--- src/rtl/uart_alu_ctrl.sv ---
// Sequencer between the UART receiver, a combinational ALU and the UART transmitter.
// It collects operand A, operand B and an opcode, then transmits the ALU result and waits for transmit completion.
module uart_alu_ctrl #(
    parameter int NB_DATA        = 8,
    parameter int NB_OP          = 6,
    parameter int TIMEOUT_CYCLES = 1000000,
    parameter int NB_TOUT        = 20
) (
    input  logic               i_Clock,
    input  logic               i_reset_n,
    input  logic               i_rx_done,
    input  logic [NB_DATA-1:0] i_rx_byte,
    input  logic               i_tx_done,
    input  logic [NB_DATA-1:0] i_alu_result,
    output logic [NB_DATA-1:0] o_data_a,
    output logic [NB_DATA-1:0] o_data_b,
    output logic [NB_OP-1:0]   o_op,
    output logic               o_tx_start,
    output logic [NB_DATA-1:0] o_tx_byte,
    output logic               o_busy,
    output logic               o_error
);

    typedef enum logic [2:0] {
        S_WAIT_A,
        S_WAIT_B,
        S_WAIT_OP,
        S_EXEC,
        S_TX_START,
        S_TX_WAIT
    } state_t;

    localparam logic [NB_OP-1:0]   OP_ADD    = NB_OP'(8'h20);
    localparam logic [NB_OP-1:0]   OP_SUB    = NB_OP'(8'h22);
    localparam logic [NB_OP-1:0]   OP_AND    = NB_OP'(8'h24);
    localparam logic [NB_OP-1:0]   OP_OR     = NB_OP'(8'h25);
    localparam logic [NB_OP-1:0]   OP_XOR    = NB_OP'(8'h26);
    localparam logic [NB_OP-1:0]   OP_NOR    = NB_OP'(8'h27);
    localparam logic [NB_OP-1:0]   OP_SRA    = NB_OP'(8'h03);
    localparam logic [NB_OP-1:0]   OP_SRL    = NB_OP'(8'h02);
    localparam logic [NB_TOUT-1:0] TOUT_LAST = NB_TOUT'(TIMEOUT_CYCLES - 1);

    state_t             state;
    logic               rx_done_q;
    logic [NB_TOUT-1:0] tout_cnt;
    logic               rx_evt;
    logic               tout_hit;
    logic [NB_OP-1:0]   op_code;
    logic               op_valid;

    // A level held for several cycles counts as a single byte event.
    assign rx_evt   = i_rx_done & ~rx_done_q;
    assign tout_hit = (tout_cnt == TOUT_LAST);
    assign op_code  = i_rx_byte[NB_OP-1:0];
    assign op_valid = op_code inside {OP_ADD, OP_SUB, OP_AND, OP_OR,
                                      OP_XOR, OP_NOR, OP_SRA, OP_SRL};

    always_ff @(posedge i_Clock or negedge i_reset_n) begin
        if (!i_reset_n) begin
            state      <= S_WAIT_A;
            rx_done_q  <= 1'b0;
            tout_cnt   <= '0;
            o_data_a   <= '0;
            o_data_b   <= '0;
            o_op       <= '0;
            o_tx_start <= 1'b0;
            o_tx_byte  <= '0;
            o_busy     <= 1'b0;
            o_error    <= 1'b0;
        end else begin
            rx_done_q  <= i_rx_done;
            o_tx_start <= 1'b0;
            case (state)
                S_WAIT_A: begin
                    tout_cnt <= '0;
                    if (rx_evt) begin
                        o_data_a <= i_rx_byte;
                        state    <= S_WAIT_B;
                    end
                end
                S_WAIT_B: begin
                    // A byte arriving on the expiry cycle wins over the abort.
                    if (rx_evt) begin
                        o_data_b <= i_rx_byte;
                        tout_cnt <= '0;
                        state    <= S_WAIT_OP;
                    end else if (tout_hit) begin
                        o_error  <= 1'b1;
                        tout_cnt <= '0;
                        state    <= S_WAIT_A;
                    end else begin
                        tout_cnt <= tout_cnt + 1'b1;
                    end
                end
                S_WAIT_OP: begin
                    if (rx_evt) begin
                        tout_cnt <= '0;
                        if (op_valid) begin
                            o_op   <= op_code;
                            o_busy <= 1'b1;
                            state  <= S_EXEC;
                        end else begin
                            o_error <= 1'b1;
                            state   <= S_WAIT_A;
                        end
                    end else if (tout_hit) begin
                        o_error  <= 1'b1;
                        tout_cnt <= '0;
                        state    <= S_WAIT_A;
                    end else begin
                        tout_cnt <= tout_cnt + 1'b1;
                    end
                end
                S_EXEC: begin
                    if (rx_evt) o_error <= 1'b1;
                    o_tx_byte  <= i_alu_result;
                    o_tx_start <= 1'b1;
                    state      <= S_TX_START;
                end
                S_TX_START: begin
                    if (rx_evt) o_error <= 1'b1;
                    state <= S_TX_WAIT;
                end
                S_TX_WAIT: begin
                    if (rx_evt) o_error <= 1'b1;
                    if (i_tx_done) begin
                        o_busy   <= 1'b0;
                        tout_cnt <= '0;
                        state    <= S_WAIT_A;
                    end
                end
                default: begin
                    o_busy   <= 1'b0;
                    tout_cnt <= '0;
                    state    <= S_WAIT_A;
                end
            endcase
        end
    end

endmodule

--- config.mk ---
export PLATFORM = sky130hd
export DESIGN_NAME = uart_alu_ctrl
export DESIGN_NICKNAME = d
export VERILOG_FILES = /design/src/rtl/uart_alu_ctrl.sv
export SDC_FILE = /design/constraint.sdc
export NUM_CORES = 1
export LEC_CHECK = 0
export ABC_CLOCK_PERIOD_IN_PS = 2300
export BUFFER_PORTS_ARGS = -buffer_cell sky130_fd_sc_hd__buf_2
export CAP_MARGIN = 20
export CORE_MARGIN = 10
export CORE_UTILIZATION = 50
export CTS_BUF_LIST = sky130_fd_sc_hd__clkbuf_16
export DETAILED_ROUTE_END_ITERATION = 12
export PLACE_DENSITY = 0.83
export SLEW_MARGIN = 20
export SYNTH_ARGS = -nofsm -noshare
export SYNTH_HDL_FRONTEND = slang
export SYNTH_SLANG_ARGS = --single-unit
--- constraint.sdc ---
create_clock -name i_Clock -period 2.3 [get_ports i_Clock]
set_input_delay 0.115 -clock i_Clock [delete_from_list [all_inputs] [get_ports i_Clock]]
set_output_delay 0.115 -clock i_Clock [all_outputs]
set_load 0.01 [all_outputs]
After elaboration in Yosys (flattened, before gate mapping)
Index checks and enable logic that the tools add are counted.
W data, S select, Z words.
{"block": "op_classes", "n_addsub": 1, "mul": 0, "n_div": 0, "order_cmp": 0, "n_eq_ne": 21, "shifts": 0, "mux": 22, "bitwise": 4, "reduce_logical": 14}
{"cell": "$mux W20", "n": 3}
{"cell": "$pmux W20 S3", "n": 1}
{"cell": "$eq A6 B6 Y1 const B", "n": 6}
{"cell": "$add A20 B1 Y20 const B", "n": 1}
{"cell": "$eq A20 B20 Y1 const B", "n": 1}
{"cell": "$pmux W3 S6", "n": 1}
{"cell": "$mux W3", "n": 5}
{"cell": "$eq A6 B2 Y1 const B", "n": 2}
{"cell": "$ne A2 B2 Y1 const B", "n": 5}
{"cell": "$mux W1", "n": 9}
{"cell": "$reduce_and A2 Y1", "n": 4}
{"cell": "$reduce_and A4 Y1", "n": 2}
{"cell": "$reduce_bool A8 Y1", "n": 1}
{"cell": "$eq A3 B2 Y1 const B", "n": 2}
{"cell": "$eq A3 B3 Y1 const B", "n": 2}
{"cell": "$pmux W1 S3", "n": 2}
{"cell": "$reduce_or A2 Y1", "n": 2}
{"cell": "$reduce_or A4 Y1", "n": 1}
{"cell": "$eq A3 B1 Y1 const B", "n": 1}
{"cell": "$logic_not A3 Y1", "n": 1}
{"cell": "$ne A3 B3 Y1 const B", "n": 1}
{"cell": "$not A1 Y1", "n": 3}
{"cell": "$reduce_and A3 Y1", "n": 1}
{"cell": "$reduce_bool A3 Y1", "n": 1}
{"cell": "other kinds (4)", "n": 4}
{"block": "word_totals", "reg_bits": 57, "latch_bits": 0, "mem_bits_rw": 0, "romBits": 0, "input_bits": 20, "output_inout_bits": 33, "word_cells": 72, "memories": 0}

Logic depth before layout (Yosys ltp)
{"block": "depth", "word_depth": 5, "ltp_mapped": 9, "depth_no_buf": 9}

Worst setup path after synthesis
OpenSTA, ideal clock, no wires.
{"block": "synth_timing", "path_type": "reg-to-reg", "start": "register tout_cnt[11]", "end": "register tout_cnt[12]", "arrival_ps": 1764, "required_ps": 2179, "path_slack_ps": 414, "path_stages_with_launch": 7, "cell_sequence": "dfrtp_1 or3_1 nor3_1 nand2_1 o311ai_4 buf_2 nor2_1"}
{"block": "synth_between", "elab_chain_cells": 4}
{"item": "start: declaration", "line_no": "45", "rtl": "logic [NB_TOUT-1:0] tout_cnt;"}
{"item": "start signal: assignment", "line_no": "92", "rtl": "tout_cnt <= tout_cnt + 1'b1;"}
{"item": "start signal: assignment", "line_no": "111", "rtl": "tout_cnt <= tout_cnt + 1'b1;"}
{"item": "$add A20 B1 Y20 / $eq A20 B20 Y1 (equally long branches)", "line_no": "92, 111, 53"}
{"item": "$mux W20 *", "line_no": "87, 106"}
{"item": "$mux W20 *", "line_no": "96", "rtl": "if (rx_evt) begin"}
{"item": "$pmux W20 S3 *", "line_no": "73", "rtl": "case (state)"}
Every way passes the cells marked *; elsewhere a longest branch is shown, timed or not.
A chain may end at the register's enable or synchronous reset.

Final worst setup path
{"block": "layout_timing", "start": "register tout_cnt[11]", "end": "register tout_cnt[7]"}
{"block": "layout_between", "elab_chain_cells": 4}
{"item": "$eq A20 B20 Y1", "line_no": "53", "rtl": "assign tout_hit = (tout_cnt == TOUT_LAST);"}
{"item": "$mux W20", "line_no": "87, 106"}
{"item": "$mux W20", "line_no": "96"}
{"item": "$pmux W20 S3", "line_no": "73"}
Every way passes these cells.

==> summary.txt <==
Run status
  • Outcome: finished clean

Synthesis
  • Synth warn: 0
  • Predominant post-synthesis flop cell: dfrtp_1
  • Seq cells post-synth: 57
  • Syn_nets: 268
  • Post-synth EDFFs: 0
  • Unique masters post-synth: 44
  • Register area share after synthesis: a little over half
  • Synth Instances: around 250
  • Async set or reset register ratio after synthesis: 100%
  • Synth Cell Area: ~2600 sq um
  • Mean Syn Cell Area: 10.7 sq um

Power
  • Pwr Total: between 3 and 4 mW
  • VDD IR max: 0.572 mV
  • Power per cell area: between 1000 and 1500 nW/um^2
  • Leakage: approximately 1.7 nW

Critical path
  • FF-to-FF End: tout_cnt[7]$_DFFE_PN0P_
  • Worst path arrival time: between 2 and 2.5 ns
  • Crit Path Max Fanout: 17
  • Worst reg2reg setup slack: 0.16 ns
  • Setup CP Type: reg2reg
  • Worst r2r src: tout_cnt[11]$_DFFE_PN0P_
  • Startpoint Class: flop
  • Kind of end point of the critical path: flop
  • WP data required: approximately 2.5 ns
  • Worst Reg2Reg Path Length in Cells: 5

Floorplan
  • Initial Utilization: a little over 50%
  • Io pins: 53
  • Die width: slightly above 90 um
  • Core Area: approximately 5100 sq um
  • Rows: 26
  • Chip height: 92.6 um
  • DIE AREA: between 8000 and 9000 sq um

Timing
  • RSZ-0062 raised after global routing: no
  • Worst Tran Pin Value: a little over 0.7 ns
  • Final setup violation count: 0
  • Final Hold Fails: 0
  • Tcrit/Tclk final: between 90% and 100%
  • Slew margin rel.: around 52%
  • Fin. max-slew vios: 0
  • Fmax: ~0.47 GHz
  • Setup TNS: 0 ns
  • Post-route worst hold slack: between 0.04 and 0.05 ns
  • Period minus WS final: ~2.1 ns
  • Setup Skew: roughly 0.0057 ns

Worst hold path
  • Hold Path Class: in2reg
  • Hold depth: 2
  • Critical hold path startpoint: i_rx_byte[6]
  • WHS Endpoint: o_data_a[6]$_DFFE_PN0P_

Place
  • Placed cell area: approximately 3000 sq um
  • GP Congestion: approximately 0.9
  • Dpl hpwl: between 4 and 5 mm
  • PortBufs: between 50 and 60

Drt
  • Detailed Routing Iterations Pass 1: 4
  • DR vias: roughly 2,100
  • Initial DRC Count: ~140
  • Vias per inst: approximately 5.3
  • Final ANT Viol Nets: 0
  • Drt wl/cell: approximately 16 um
  • # DRC: 0
  • Final wirelength: approximately 6.4 mm

GRT
  • Vias in the first global route: between 2,000 and 2,500
  • Gr usage total: about 16%
  • Total gr overflow: 0
  • First-pass GRT wire length: ~10 mm
  • Pin count of the biggest net entering global routing: 31
  • Initial antenna violation count: 0

Clock network
  • Clock tree root driver cell: clkbuf_16
  • Clk_lat worst skew: ~0.32 ns
  • TritonCTS Sinks: 57
  • TritonCTS Buffers: 9
  • Clk buf depth: 2
  • Htree depth: 3
  • Clock Pin Slew Worst Setup and Hold Paths: ~0.05 ns
  • CTS tree: yes

Finish
  • Ant. Diodes: 0
  • Nets: 343
  • Fillers: a little under 400
  • Final instance area: roughly 3400 sq um
  • Final core occ: between 60% and 70%
  • Share of cells above drive strength 1: between 30 and 40%
  • Synth-to-layout area growth: 29.4%

Job
  • Maximum Capacitance Violations: 0
## kinds of logic after synthesis
kind of cell | count (synthesis) | synth area share (%)
XOR/XNOR | 14 | 4.66
AND/OR/NAND/NOR | 112 | 20.9
adder cells (fa/ha/maj) | 1 | 0.475
AO/OA/AOI/OAI | 29 | 8.22
multiplexers | 20 | 9.13
buffers and inverters | 14 | 2.42
flip-flops | 57 | 54.2
## through the flow
step	instances	worst slack [ns]
3_3_place_gp	371	0.200
3_5_place_dp	371	0.150
5_1_grt	397	0.0301
6_report	397	0.156
4_1_cts	397	0.110
2_1_floorplan	247	0.414
## placed cells by master (no fill, tap or decap), drive strengths merged, types with 4 or more instances in the layout
cell         instances
inv                 11
nand4                6
nand3               10
nor2b                4
nand2               44
xor2                10
dfrtp               57
buf                 60
o21ai               11
xnor2                4
dlygate4sd3         10
nor2                23
and3                 6
mux2                20
clkbuf               9
## registers in the layout (all words and copies together) (netlist names)
| register | flops |
|---|---|
| state | 3 |
| o_data_b | 8 |
| o_tx_byte | 8 |
| o_data_a | 8 |
| o_error | 1 |
| o_op | 6 |
| tout_cnt | 20 |
| rx_done_q | 1 |
| o_tx_start | 1 |
| o_busy | 1 |
## how the worst max path moves through the flow
stage,start,endpoint,slack [ns],depth (start not counted)
5_1_grt,state[1]$_DFFE_PN0P_,tout_cnt[13]$_DFFE_PN0P_,0.03,9
2_1_floorplan,tout_cnt[11]$_DFFE_PN0P_,tout_cnt[12]$_DFFE_PN0P_,0.41,6
3_3_place_gp,state[1]$_DFFE_PN0P_,tout_cnt[13]$_DFFE_PN0P_,0.20,9
3_5_place_dp,state[1]$_DFFE_PN0P_,tout_cnt[17]$_DFFE_PN0P_,0.15,9
6_report,tout_cnt[11]$_DFFE_PN0P_,tout_cnt[7]$_DFFE_PN0P_,0.16,5
4_1_cts,state[1]$_DFFE_PN0P_,tout_cnt[13]$_DFFE_PN0P_,0.11,9
## layout make-up
type / count / area, sq um / area share, %
Multi-Input combinational cell: 176 / 1150 / 33.7
Inverter: 8 / 30.0 / 0.882
Clock buffer: 9 / 225 / 6.61
Clock inverter: 7 / 55.1 / 1.62
Timing Repair Buffer: 70 / 433 / 12.7
Tap cell: 70 / 87.6 / 2.57
Sequential cell: 57 / 1430 / 41.9
## power breakdown
group	leakage [nW]	switching [mW]	total [mW]	internal (mW)
combinational	0.785	0.729	1.27	0.544
clock	0.150	0.419	1.23	0.815
sequential	0.735	0.160	1.45	1.29
## Yosys cell counts, types with 3 or more instances
cell | count | area share (%)
inv_1 | 6 | 0.86
xor2_1 | 10 | 3.3
nand4_1 | 6 | 1.4
o21ai_0 | 11 | 2.1
mux2_2 | 16 | 6.8
nand3_1 | 10 | 1.9
and3_1 | 6 | 1.4
mux2_4 | 4 | 2.3
nor2b_1 | 4 | 0.95
xnor2_1 | 4 | 1.3
nand2b_1 | 3 | 0.71
dfrtp_1 | 57 | 54
nor2_1 | 23 | 3.3
nand2_1 | 43 | 6.1
buf_2 | 3 | 0.57
o211ai_1 | 3 | 0.86
## worst max-delay path, cell delays in order, from the launching register on
cell      delay, ns
dfrtp_1        0.43
or3_1          0.37
nor3_1         0.20
nand2_1        0.14
o311ai_4       0.63
o21ai_0        0.21
## what timing repair did
item                                    in CTS  in global routing
hold endpoints to repair                    36                  0
resized for setup                            0                  1
hold buffers                                10                  0
endpoints found under the setup margin       0                  5
buffers inserted                             0                  0
## per-layer routing
layer,global-route usage [%],up-vias,routed length (um)
li1,-,1005,-
met1,18.6,1023,2810
met2,25.2,65,3090
met3,3.71,16,314
met4,8.74,0,153
met5,0,-,0
No activity file was read; power rests on OpenSTA's default activity.
